File: src/rtl/instr_fetch_unit.sv
// Instruction fetch front end: program load port, instruction store, PC register and
// combinational instruction presentation for the single-cycle datapath.
module instr_fetch_unit #(
  parameter int unsigned Depth    = 16,
  parameter int unsigned AddrW    = 4,
  parameter logic [31:0] HaltWord = 32'hFFFF_FFFF
) (
  input  logic             clk_i,
  input  logic             reset_i,
  input  logic             load_valid_i,
  input  logic [31:0]      load_data_i,
  input  logic             load_last_i,
  output logic             load_ready_o,
  input  logic             pc_src_i,
  input  logic [31:0]      branch_target_i,
  input  logic             stall_i,
  output logic [31:0]      pc_o,
  output logic [31:0]      pc_plus4_o,
  output logic [31:0]      pc_plus8_o,
  output logic [31:0]      instr_o,
  output logic             instr_valid_o,
  output logic             halted_o,
  output logic [AddrW:0]   word_count_o
);

  typedef enum logic [1:0] {StLoad, StRun, StHalt} state_e;

  state_e           state_q, state_d;
  logic [31:0]      pc_q, pc_d;
  logic [AddrW:0]   word_count_q, word_count_d;
  logic [31:0]      mem_q [Depth];
  logic             mem_we;
  logic [31:0]      mem_rdata;
  logic             aligned, in_range, not_halt, fetch_ok;

  // Asynchronous store read at the current PC; range is checked on the full PC, not the index.
  assign mem_rdata = mem_q[pc_q[AddrW+1:2]];
  assign aligned   = (pc_q[1:0] == 2'b00);
  assign in_range  = ((pc_q >> 2) < 32'(word_count_q));
  assign not_halt  = (mem_rdata != HaltWord);
  assign fetch_ok  = (state_q == StRun) && aligned && in_range && not_halt;

  // Next-state logic for the LOAD -> RUN -> HALT sequence, PC and word counter.
  always_comb begin
    state_d      = state_q;
    pc_d         = pc_q;
    word_count_d = word_count_q;
    mem_we       = 1'b0;
    case (state_q)
      StLoad: begin
        if (load_valid_i) begin
          mem_we       = 1'b1;
          word_count_d = word_count_q + 1'b1;
          if (load_last_i || (word_count_q == (AddrW+1)'(Depth - 1))) begin
            state_d = StRun;
          end
        end
      end
      StRun: begin
        if (!fetch_ok) begin
          state_d = StHalt;
        end else if (!stall_i) begin
          pc_d = pc_src_i ? branch_target_i : pc_q + 32'd4;
        end
      end
      StHalt: begin
        state_d = StHalt;
      end
      default: begin
        state_d = StLoad;
      end
    endcase
  end

  // State registers with synchronous reset; reset wins over every other input.
  always_ff @(posedge clk_i) begin
    if (reset_i) begin
      state_q      <= StLoad;
      pc_q         <= 32'd0;
      word_count_q <= '0;
    end else begin
      state_q      <= state_d;
      pc_q         <= pc_d;
      word_count_q <= word_count_d;
    end
  end

  // Instruction store write port; contents survive reset.
  always_ff @(posedge clk_i) begin
    if (mem_we && !reset_i) begin
      mem_q[word_count_q[AddrW-1:0]] <= load_data_i;
    end
  end

  assign load_ready_o  = (state_q == StLoad);
  assign halted_o      = (state_q == StHalt);
  assign instr_valid_o = fetch_ok;
  assign instr_o       = fetch_ok ? mem_rdata : 32'd0;
  assign pc_o          = pc_q;
  assign pc_plus4_o    = pc_q + 32'd4;
  assign pc_plus8_o    = pc_q + 32'd8;
  assign word_count_o  = word_count_q;

endmodule

File: config.mk
export PLATFORM = sky130hd
export DESIGN_NAME = instr_fetch_unit
export DESIGN_NICKNAME = d
export VERILOG_FILES = /design/src/rtl/instr_fetch_unit.sv
export SDC_FILE = /design/constraint.sdc
export NUM_CORES = 1
export LEC_CHECK = 0
export CELL_PAD_IN_SITES_DETAIL_PLACEMENT = 1
export CELL_PAD_IN_SITES_GLOBAL_PLACEMENT = 2
export CORE_UTILIZATION = 30
export CTS_CLUSTER_DIAMETER = 150
export DETAILED_ROUTE_END_ITERATION = 8
export PLACE_DENSITY_LB_ADDON = 0.12
export SETUP_SLACK_MARGIN = 0.1
export SLEW_MARGIN = 20
export SYNTH_ARGS = -nofsm -noshare
export SYNTH_HDL_FRONTEND = slang
export SYNTH_SLANG_ARGS = --single-unit
File: constraint.sdc
create_clock -name clk_i -period 3.7 [get_ports clk_i]
set_clock_uncertainty 0.1 [all_clocks]
set_input_delay 0.555 -clock clk_i [delete_from_list [all_inputs] [get_ports clk_i]]
set_output_delay 0.555 -clock clk_i [all_outputs]
set_load 0.01 [all_outputs]
# Word-level counts from Yosys, hierarchy flattened
# Memory sizes are Yosys's and may differ from the RTL's. A register that Yosys moved wholly into a read port is not among the register bits.
# Index checks and enable logic that the tools add are counted.
dict set report word_totals {
  register_bits 39
  mem_bits_rw 512
  output_inout_bits 136
  word_cells 39
  memories 1
}
dict set report classes {
  add_sub_neg 3
  magnitude_cmp 1
  eq_ne 7
  muxes 12
  n_bitwise 1
  n_reduce_logical 11
}
# name depth word_bits rd rd_clocked_by_memory_dff write_ports line_no
set memory_table {}
lappend memory_table {mem_q 16 32 1 1 1 31} ;# logic [31:0] mem_q [Depth];
# cell count
set op_table {}
lappend op_table {{32-bit 2-to-1 mux} 2}
lappend op_table {{32-bit by 3-bit adder with 32-bit output (second input constant)} 1}
lappend op_table {{32-bit by 4-bit adder with 32-bit output (second input constant)} 1}
lappend op_table {{32-bit inequality test (second input constant)} 1}
lappend op_table {{30-bit by 5-bit less-than comparator with 1-bit output} 1}
lappend op_table {{4-bit 2-to-1 mux} 2}
lappend op_table {{2-bit 2-to-1 mux} 3}
lappend op_table {{2-bit case mux with 3 select lines} 1}
lappend op_table {{3-bit AND reduction} 2}
lappend op_table {{5-bit by 1-bit adder with 5-bit output (second input constant)} 1}
lappend op_table {{5-bit by 4-bit equality test with 1-bit output (second input constant)} 1}
lappend op_table {{1-bit logical AND} 4}
lappend op_table {{2-bit zero test} 2}
lappend op_table {{1-bit 2-to-1 mux} 4}
lappend op_table {{2-bit inequality test (second input constant)} 2}
lappend op_table {{2-bit by 1-bit equality test with 1-bit output (second input constant)} 1}
lappend op_table {{2-bit equality test (second input constant)} 1}
lappend op_table {{2-bit by 1-bit inequality test with 1-bit output (second input constant)} 1}
lappend op_table {{2-bit AND reduction} 1}
lappend op_table {{1-bit zero test} 1}
lappend op_table {{1-bit logical OR} 1}
lappend op_table {{1-bit inverter} 1}

# Depth between registers and ports, before layout
# Gate-level depths: netlist of the first run.
dict set report logic_depth {
  word_depth 7
  mapped_depth 15
  depth_no_buf 10
}

# Least setup slack after synthesis of the first run
# Ideal clock, no wire load.
dict set report synth_timing {
  kind {register to register}
  start {reg state_q[1]}
  end {mem mem_q[0][0], enable pin}
  setup_ps 461
  t_arrival_ps 3231
  t_required_ps 3139
  setup_slack_ps -92
  stages_incl_launch_ff 7
  n_path_buf 0
  period_less_slack_ps 3792
  cell_sequence {dfxtp_1 -> inv_1 -> ha_1 -> nand2_1 -> nor2_1 -> nand2_1 -> nor3_1}
}
dict set report synth_between {
  elab_chain_cells 5
}
# element line_no
set synth_lines {}
lappend synth_lines {{start, declared} 28} ;# state_e state_q, state_d;
lappend synth_lines {{start signal, assigned} 78} ;# state_q <= StLoad;
lappend synth_lines {{start signal, assigned} 82} ;# state_q <= state_d;
lappend synth_lines {{2-bit zero test} --}
lappend synth_lines {{named net load_ready_o} 13} ;# output logic load_ready_o,
lappend synth_lines {{1-bit 2-to-1 mux} 49} ;# case (state_q)
lappend synth_lines {{1-bit logical AND} 90} ;# if (mem_we && !reset_i) begin
lappend synth_lines {{1-bit 2-to-1 mux} 90}
lappend synth_lines {{1-bit 2-to-1 mux (implied by the code)} 91} ;# mem_q[word_count_q[AddrW-1:0]] <= load_data_i;
lappend synth_lines {{end, declared} 31}
# The timed path passes the listed nets, and every way through them passes these cells.

==> impl_metrics.py, run 1 <==
metrics = {
    "placement": {
        "dp_slack_ns": -0.663,
        "post-dp-hpwl_um": 46900,
        "io_buffers": 205,
        "place_area_um2": 27900,
        "gp_congestion": 0.746,
    },
    "status": {
        "violations": "setup timing",
        "outcome": "finished, violations left",
    },
    "routing": {
        "wl_per_cell_um": 26.3,
        "vias_per_cell": 4.94,
        "dr.pass1.iters": 5,
        "drc": 0,
        "vias": 14000,
        "drt-initial-drc-count": 804,
        "ant_nets": 0,
        "totalWireLength_um": 74600,
    },
    "synth": {
        "syn_area_per_cell_um2": 17.7,
        "synth-main-ff-cell": "edfxtp_1",
        "synth_seq_area_share_pct": 70.0,
        "synth-edff-count": 512,
        "yosys.area.top_type_share_pct": 66.3,
        "synthMostInstantiatedCell": "edfxtp_1",
        "synth.cell_area_um2": 23200,
        "synth_cells": 1307,
        "yosysUniqueCellTypes": 64,
        "synth.net_count": 1391,
        "ys_async_sr_fraction_pct": 0,
        "synth_common_cells": "edfxtp_1 (512), mux4_2 (105), nor2_1 (67), nand2_1 (56), a21oi_1 (47)",
        "synth-seq-cells": 555,
        "yosysWarnings": 0,
        "synth_area_leaders": "edfxtp_1 (66%), mux4_2 (10%), dfxtp_1 (3.7%)",
        "synth_top_area_cell": "edfxtp_1",
    },
    "sta": {
        "final.period_utilization_pct": 119,
        "finalMaxSlewViolations": 0,
        "fin_ws_ns": -0.693,
        "rsz0062_at_grt": "yes",
        "max_freq_ghz": 0.228,
        "min_period_ns": 4.39,
        "finalSetupViolCount": 33,
        "fin_setup_tns_ns": -18.68,
        "tightest_slew_ns": 0.807,
        "max-slew-margin-rel_pct": 46.1,
        "finalHoldViolCount": 0,
    },
    "grt": {
        "first_global_vias": 14800,
        "grtUsageTotal_pct": 18.8,
        "grt_pass1_wl_um": 106000,
        "antenna_found_initial": 6,
        "grt_max_degree": 44,
        "grt-ovfl-total": 0,
    },
    "min_path": {
        "holdCritStartpoint": "pc_o[19]",
        "hold_class": "flop to flop",
    },
    "cts": {
        "clk_path_buf_depth": 3,
        "clock-root-buffer": "clkbuf_16",
        "cts.htree.levels": 3,
        "cts.sinks": 555,
        "clk_pin_slew_ns": 0.06,
        "cts_buffers": 66,
        "cts_tree": "done",
        "clk_latency_ns": 0.61,
    },
    "die": {
        "coreArea_um2": 76200,
        "initial_utilization_pct": 30.4,
        "rows": 101,
        "dieArea_um2": 78400,
        "die_h_um": 280,
        "pin_count": 206,
        "die_w_um": 280,
    },
    "setup_path": {
        "end_kind": "primary output",
        "crit_buf_inv": 7,
        "cp-start-kind": "flop",
        "crit_path_frequent_cell": "buf_6",
        "cp_cell_sequence": "buf_16, buf_12, mux4_2, a22o_1, a221oi_2, or3_4, or3_4, o41ai_4, buf_4, buf_12, buf_6, buf_6, a21oi_4, buf_6",
        "worstPathRequired_ns": 3.04,
        "crit_type": "flop to primary output",
        "cp_slowest_cell": "dfxtp_4",
        "cp_max_fo": 6,
        "cp.arrival_ns": 3.74,
        "path_delay_family": "buffers and inverters",
        "critPathMaxStageDelay_ns": 0.40,
    },
    "finish": {
        "fin_nets": 1841,
        "area_growth_pct": 35.1,
        "drive_above_1_share_pct": 36.3,
        "postLayoutCellArea_um2": 31300,
        "final_util_pct": 41.1,
    },
    "pwr": {
        "p_per_area_nw_per_um2": 453,
        "p_total_w": 0.0142,
        "ir_drop_mv": 0.235,
        "total_leakage_power_nw": 10.6,
    },
    "job": {
        "timing.max_cap.violations": 0,
    },
}
==> layout by cell type, fill, tap and decap left out, types with 21 or more instances in the layout <==
| master | count |
|---|---|
| edfxtp_1 | 512 |
| buf_4 | 201 |
| clkdlybuf4s50_1 | 145 |
| mux4_2 | 106 |
| clkbuf_16 | 72 |
| nand2_1 | 54 |
| nor2_1 | 52 |
| buf_12 | 39 |
| xnor2_1 | 38 |
| mux2i_1 | 32 |
| buf_6 | 31 |
| dfxtp_1 | 30 |
| a21oi_1 | 28 |
| a22oi_2 | 21 |
| buf_2 | 21 |
==> cells by family after synthesis <==
family          synth area share (%)
buf+inv                         3.38
mux                             13.1
flops                           70.0
simple gates                    5.23
fa+ha+maj                      0.755
xor+xnor                        2.19
compound gates                  5.35
==> worst min-delay path, stage by stage (launching register included) <==
cell and delay [ns]:
dfxtp_2 0.38, inv_1 0.07, a21oi_1 0.06
==> where the power goes <==
group | total (W) | internal [W] | switching, W
combinational | 0.00123 | 0.000592 | 0.000634
sequential | 0.00695 | 0.00692 | 0.0000269
clock | 0.00602 | 0.00346 | 0.00256
==> layer usage <==
metal | vias to the layer above | wire length [um] | GRT usage (%)
li1 | 6143 | - | -
met1 | 7471 | 33100 | 25.1
met2 | 289 | 36700 | 31.0
met3 | 104 | 2970 | 3.40
met4 | 0 | 1890 | 6.15
met5 | - | 0 | 0
==> area by class of cell <==
| class | count | area (um^2) |
|---|---|---|
| diodes | 5 | 12.5 |
| clock buffers | 86 | 1780 |
| clock inverters | 28 | 198 |
| fillers | 7513 | 44900 |
| inverters | 22 | 95.1 |
| multi-input cells | 635 | 6980 |
| flip-flops and latches | 555 | 16300 |
| well taps | 1030 | 1290 |
| repair buffers | 477 | 4720 |
==> registers in the layout, summed over array words and instances (netlist names), named ones only <==
signal	count
mem_q	512
pc_o	32
state_q	2
word_count_o	5
==> path summary, 6_finish.rpt <==
path	slack, ns	depth (start not counted)	end
setup / recovery	-0.69	14	instr_o[31]
setup reg to reg	0.03	16	flop
hold reg to reg	0.44	2	pc_o[19]
hold / removal	0.44	2	pc_o[19]
==> timing repair <==
action                     4_1_cts  5_1_grt
setup buffers                   31       29
gates cloned                     3        4
setup endpoints to repair      103       71
resized for setup              260      107
hold buffers                     0        0
pin swaps                       18       36
==> through the flow <==
step           std cells  hold WS (ns)
6_report            2838         0.443
5_1_grt             2838         0.468
3_3_place_gp        2654         0.421
3_5_place_dp        2654         0.441
2_1_floorplan       1307         0.400
4_1_cts             2801         0.433
(Power assumes the default switching activity.)
==> run 2: changes to the inputs <==
--- a/config.mk
+++ b/config.mk
@@ -11,6 +11,7 @@
 export CTS_CLUSTER_DIAMETER = 150
 export DETAILED_ROUTE_END_ITERATION = 8
 export PLACE_DENSITY_LB_ADDON = 0.12
+export REMOVE_ABC_BUFFERS = 1
 export SETUP_SLACK_MARGIN = 0.1
 export SLEW_MARGIN = 20
 export SYNTH_ARGS = -nofsm -noshare
==> constraint.sdc (replaced) <==
create_clock -name clk_i -period 4.8 [get_ports clk_i]
set_clock_uncertainty 0.1 [all_clocks]
set_input_delay 0.72 -clock clk_i [delete_from_list [all_inputs] [get_ports clk_i]]
set_output_delay 0.72 -clock clk_i [all_outputs]
set_load 0.01 [all_outputs]
==> impl_metrics.py, run 2 (synthesis gave the netlist of run 1 again) <==
metrics = {
    "cts": {
        "cts.htree.levels": 2,
        "ctsHoldBuffers": 0,
        "cts_tree": "done",
        "clk_pin_slew_ns": 0.06,
        "clock-root-buffer": "clkbuf_16",
        "cts.sinks": 555,
        "clk_path_buf_depth": 3,
        "clk_latency_ns": 0.62,
        "cts_buffers": 60,
    },
    "min_path": {
        "hold_class": "flop to flop",
        "holdCritStartpoint": "word_count_o[1]",
        "holdPathStages": 2,
        "worstHoldEndpoint": "word_count_o[1]",
    },
    "finish": {
        "area_growth_pct": 26.8,
        "final_cell_mix": "edfxtp_1 (512), clkdlybuf4s50_1 (170), mux4_2 (105)",
        "largest_reg_flops": 512,
        "fin_nets": 1686,
        "drive_above_1_share_pct": 25.4,
        "final_cells": 2679,
        "final_common_cell": "edfxtp_1",
    },
    "placement": {
        "dp_slack_ns": -0.0207,
        "io_buffers": 205,
        "post-dp-hpwl_um": 45700,
        "dp.cells": 2543,
        "gp_congestion": 0.738,
    },
    "grt": {
        "grt_max_degree": 45,
        "grt_pass1_wl_um": 103000,
        "grtUsageTotal_pct": 18.4,
        "grt-ovfl-total": 0,
        "antenna_found_initial": 3,
        "first_global_vias": 14200,
    },
    "sta": {
        "max-slew-margin-rel_pct": 44.6,
        "finalHoldViolCount": 0,
        "final.period_utilization_pct": 95.9,
        "max_freq_ghz": 0.217,
        "rsz0062_at_grt": "yes",
        "min_period_ns": 4.60,
        "holdWs_ns": 0.446,
        "tightest_slew_ns": 0.830,
        "finalSetupViolCount": 0,
        "fin_ws_ns": 0.196,
        "finalMaxSlewViolations": 0,
    },
    "job": {
        "timing.max_cap.violations": 0,
    },
    "die": {
        "die_w_um": 280,
        "dieArea_um2": 78400,
        "rows": 101,
        "pin_count": 206,
        "die_h_um": 280,
        "coreArea_um2": 76200,
        "initial_utilization_pct": 30.4,
    },
    "routing": {
        "totalWireLength_um": 72100,
        "dr.pass1.iters": 4,
        "wl_per_cell_um": 26.9,
        "ant_nets": 0,
        "vias": 13100,
        "drt-initial-drc-count": 690,
        "top_layer": "met5",
        "wl_met1_um": 32200,
        "vias_per_cell": 4.89,
        "met3_length_um": 2720,
        "drc": 0,
        "met2_length_um": 36000,
    },
    "setup_path": {
        "critPathMaxStageDelay_ns": 0.49,
        "r2r_slack_ns": 0.85,
        "crit_cells": 12,
        "end_kind": "primary output",
        "crit_buf_inv": 5,
        "timing.reg2reg.worst_path_depth": 14,
        "path_delay_family": "compound AO/OA/AOI/OAI gates",
        "crit_type": "flop to primary output",
        "cp_max_fo": 10,
        "worstPathRequired_ns": 3.98,
        "crit_path_frequent_cell": "buf_4",
        "cp.arrival_ns": 3.78,
        "cp-start-kind": "flop",
        "cp_slowest_cell": "dfxtp_4",
        "cp_cell_sequence": "buf_4, and2b_1, a221oi_2, a21o_1, o31ai_4, or3_4, o41ai_4, buf_4, buf_4, buf_16, nor2_1, dlygate4sd2_1",
    },
    "pwr": {
        "p_total_w": 0.0108,
        "total_leakage_power_nw": 9.51,
        "ir_drop_mv": 0.256,
        "p_per_area_nw_per_um2": 367,
    },
    "status": {
        "outcome": "completed",
    },
}
-- run 2: cell count changes in the layout (fill, tap and decap cells not counted), sizes merged, moves of 3 or more --
cell	change
bufinv	+7
clkbuf	-18
inv	+3
diode	-4
clkdlybuf4s50	+25
dlygate4sd2	+8
buf	-175
dlymetal6s2s	-5
-- run 2: per-layer routing --
layer | vias to the layer above | GRT usage (%)
li1 | 5806 | -
met3 | 87 | 2.38
met5 | - | 0
met4 | 4 | 4.19
met2 | 293 | 31.9
met1 | 6903 | 24.4
-- run 2: how the worst max path moves through the flow --
stage / startpoint / to / slack (ns)
2_1_floorplan: flop / instr_o[16] / -5.47
3_3_place_gp: flop / instr_o[13] / -0.05
3_5_place_dp: flop / instr_o[13] / -0.02
4_1_cts: pc_o[6] / pc_plus8_o[28] / 0.10
5_1_grt: flop / instr_o[30] / 0.09
6_report: flop / instr_o[23] / 0.20
-- run 2: area by class of cell --
class | instances | area (um^2)
multi-input cells | 635 | 6560
well taps | 1030 | 1290
diodes | 1 | 2.50
flip-flops and latches | 555 | 16300
clock inverters | 38 | 390
inverters | 22 | 82.6
fillers | 7545 | 46800
clock buffers | 70 | 1560
repair buffers | 328 | 3260
-- run 2: metrics by stage --
step	TNS, ns	util (%)	cell area [um^2]
2_1_floorplan	-338.33	-	22500
3_3_place_gp	-0.0456	35.3	26900
3_5_place_dp	-0.0207	35.3	26900
4_1_cts	0	38.4	29300
5_1_grt	0	38.6	29400
6_report	0	38.6	29400
-- run 2: tightest hold or removal path, delay by kind of cell (launching register included) --
kind               cells  cell delay (ns)
AOI/OAI and AO/OA      1             0.06
DFF                    1             0.36
and+or+nand+nor        1             0.08
-- run 2: timing repair --
item | CTS | global route
cloned | 1 | 1
pin swaps | 9 | 2
setup buffers | 19 | 6
gates resized for setup | 92 | 25
endpoints found under the setup margin | 34 | 24
-- run 2: where the power goes --
group          total, W  leakage, nW  internal [W]  switching (W)
Combinational  0.000754         3.60      0.000332       0.000423
Sequential      0.00536         4.96       0.00533      0.0000312
Clock           0.00466        0.948       0.00274        0.00193
Total            0.0108         9.51       0.00840        0.00238
==> run 3: changes to the inputs <==
--- a/config.mk
+++ b/config.mk
@@ -10,7 +10,7 @@
 export CORE_UTILIZATION = 30
 export CTS_CLUSTER_DIAMETER = 150
 export DETAILED_ROUTE_END_ITERATION = 8
-export PLACE_DENSITY_LB_ADDON = 0.12
+export PLACE_DENSITY = 0.61
 export REMOVE_ABC_BUFFERS = 1
 export SETUP_SLACK_MARGIN = 0.1
 export SLEW_MARGIN = 20
==> impl_metrics.py, run 3 (synthesis gave the netlist of run 1 again) <==
metrics = {
    "status": {
        "outcome": "completed",
    },
    "placement": {
        "io_buffers": 205,
        "dp_slack_ns": -0.113,
        "post-dp-hpwl_um": 43200,
        "gp_congestion": 0.765,
    },
    "cts": {
        "cts.htree.levels": 2,
        "clock-root-buffer": "clkbuf_16",
        "cts.sinks": 555,
        "ctsHoldBuffers": 0,
        "clk_path_buf_depth": 3,
        "cts_buffers": 60,
        "clk_latency_ns": 0.65,
        "cts_tree": "done",
        "clk_pin_slew_ns": 0.06,
    },
    "finish": {
        "final_util_pct": 38.4,
        "final_cell_mix": "edfxtp_1 (512), clkdlybuf4s50_1 (170), mux4_2 (105)",
        "final_common_cell": "edfxtp_1",
        "largest_reg_flops": 512,
        "drive_above_1_share_pct": 25.0,
        "area_growth_pct": 26.3,
        "fin_nets": 1679,
    },
    "grt": {
        "grt_max_degree": 45,
        "grtUsageTotal_pct": 18.2,
        "grt-ovfl-total": 0,
        "antenna_found_initial": 8,
        "grt_pass1_wl_um": 103000,
        "first_global_vias": 14100,
    },
    "pwr": {
        "p_per_area_nw_per_um2": 370,
        "pwr-share-clk_pct": 43.6,
        "ir_drop_mv": 0.289,
        "power_switching_share_pct": 22.2,
        "pwr-share-comb_pct": 7.0,
        "seqPwrFrac_pct": 49.4,
        "p_int_w": 0.00843,
        "total_leakage_power_nw": 9.47,
        "p_sw_w": 0.00241,
    },
    "sta": {
        "tightest_slew_ns": 0.820,
        "holdWs_ns": 0.422,
        "max-slew-margin-rel_pct": 45.2,
        "final.period_utilization_pct": 97.7,
        "finalHoldViolCount": 0,
        "rsz0062_at_grt": "yes",
        "fin_ws_ns": 0.112,
        "min_period_ns": 4.69,
        "max_freq_ghz": 0.213,
        "finalMaxSlewViolations": 0,
        "finalSetupViolCount": 0,
    },
    "die": {
        "coreArea_um2": 76200,
        "pin_count": 206,
        "die_h_um": 280,
        "initial_utilization_pct": 30.4,
        "die_w_um": 280,
        "dieArea_um2": 78400,
        "rows": 101,
    },
    "routing": {
        "drc": 0,
        "drt-initial-drc-count": 1087,
        "vias_per_cell": 5.04,
        "vias": 13500,
        "totalWireLength_um": 71500,
        "dr.pass1.iters": 5,
        "ant_nets": 0,
        "wl_per_cell_um": 26.8,
    },
    "setup_path": {
        "cp.arrival_ns": 3.87,
        "cp-start-kind": "flop",
        "crit_type": "flop to primary output",
        "cp_max_fo": 10,
        "worstPathRequired_ns": 3.98,
        "end_kind": "primary output",
    },
    "job": {
        "timing.max_cap.violations": 0,
    },
    "min_path": {
        "hold_class": "flop to flop",
    },
}
==> run 3: changes by cell type in the layout (fill, tap and decap cells not counted), moves of 5 or more <==
cell,change
a22oi_1,+9
buf_12,-7
a22oi_2,-9
dlygate4sd2_1,-13
clkinv_1,-5
clkdlybuf4s15_1,+6
==> run 3: through the flow <==
stage                     instance area (um^2)  setup TNS [ns]  total power [W]  std cells
after floorplan                          22500         -338.33          0.00578       1212
after CTS                                29100         -0.0890           0.0110       2656
final                                    29300               0           0.0108       2672
after global placement                   26700          -0.368          0.00618       2527
after detailed placement                 26700          -0.323          0.00619       2527
after global routing                     29300               0           0.0112       2672
==> run 3: worst max-delay path: stages, from the launching register on <==
cell	delay (ns)
dfxtp_4	0.40
buf_16	0.16
buf_16	0.15
buf_16	0.15
mux2i_2	0.17
a221oi_4	0.30
a22oi_2	0.14
a211oi_2	0.35
nand3_2	0.18
o41ai_4	0.41
buf_4	0.22
buf_6	0.12
nor3_2	0.05
buf_4	0.13
dlygate4sd2_1	0.27
==> run 3: repair_timing <==
item                                    4_1_cts  5_1_grt
endpoints found under the setup margin       33       38
gates cloned                                  1        1
hold endpoints to repair                      0        0
pin swaps                                     7        6
gates resized for setup                      87       39
setup buffers                                20       14
==> run 3: cell type report <==
type / instances / area, um^2
repair buffers: 321 / 3160
clock buffers: 74 / 1580
diodes: 1 / 2.50
fillers: 7563 / 46900
flip-flops and latches: 555 / 16200
inverters: 22 / 85.1
clock inverters: 34 / 424
multi-input cells: 635 / 6500
well taps: 1030 / 1290
==> run 3: path summary, 6_finish.rpt <==
check	cells past startpoint	slack, ns	to	startpoint
worst max-delay path	14	0.11	instr_o[0]	flop
worst min-delay path	2	0.42	word_count_o[4]	word_count_o[4]
worst min register to register	2	0.42	word_count_o[4]	word_count_o[4]
worst max register to register	14	0.94	flop	flop
==> run 3: layer usage <==
| metal | vias to the layer above | part of all wire, % | track usage (%) |
|---|---|---|---|
| li1 | 5784 | - | - |
| met1 | 7217 | 44 | 24.7 |
| met2 | 354 | 49 | 30.1 |
| met3 | 92 | 4.9 | 2.94 |
| met4 | 8 | 2.0 | 4.83 |
| met5 | - | 0.067 | 0 |
==> run 3: power groups by stage <==
stage          clock network, W  logic, W  registers, W
3_5_place_dp                  0  0.000719       0.00547
6_report                0.00473  0.000756       0.00536
5_1_grt                 0.00501  0.000809       0.00536
2_1_floorplan                 0  0.000288       0.00549
3_3_place_gp                  0  0.000714       0.00546
4_1_cts                 0.00486  0.000755       0.00536
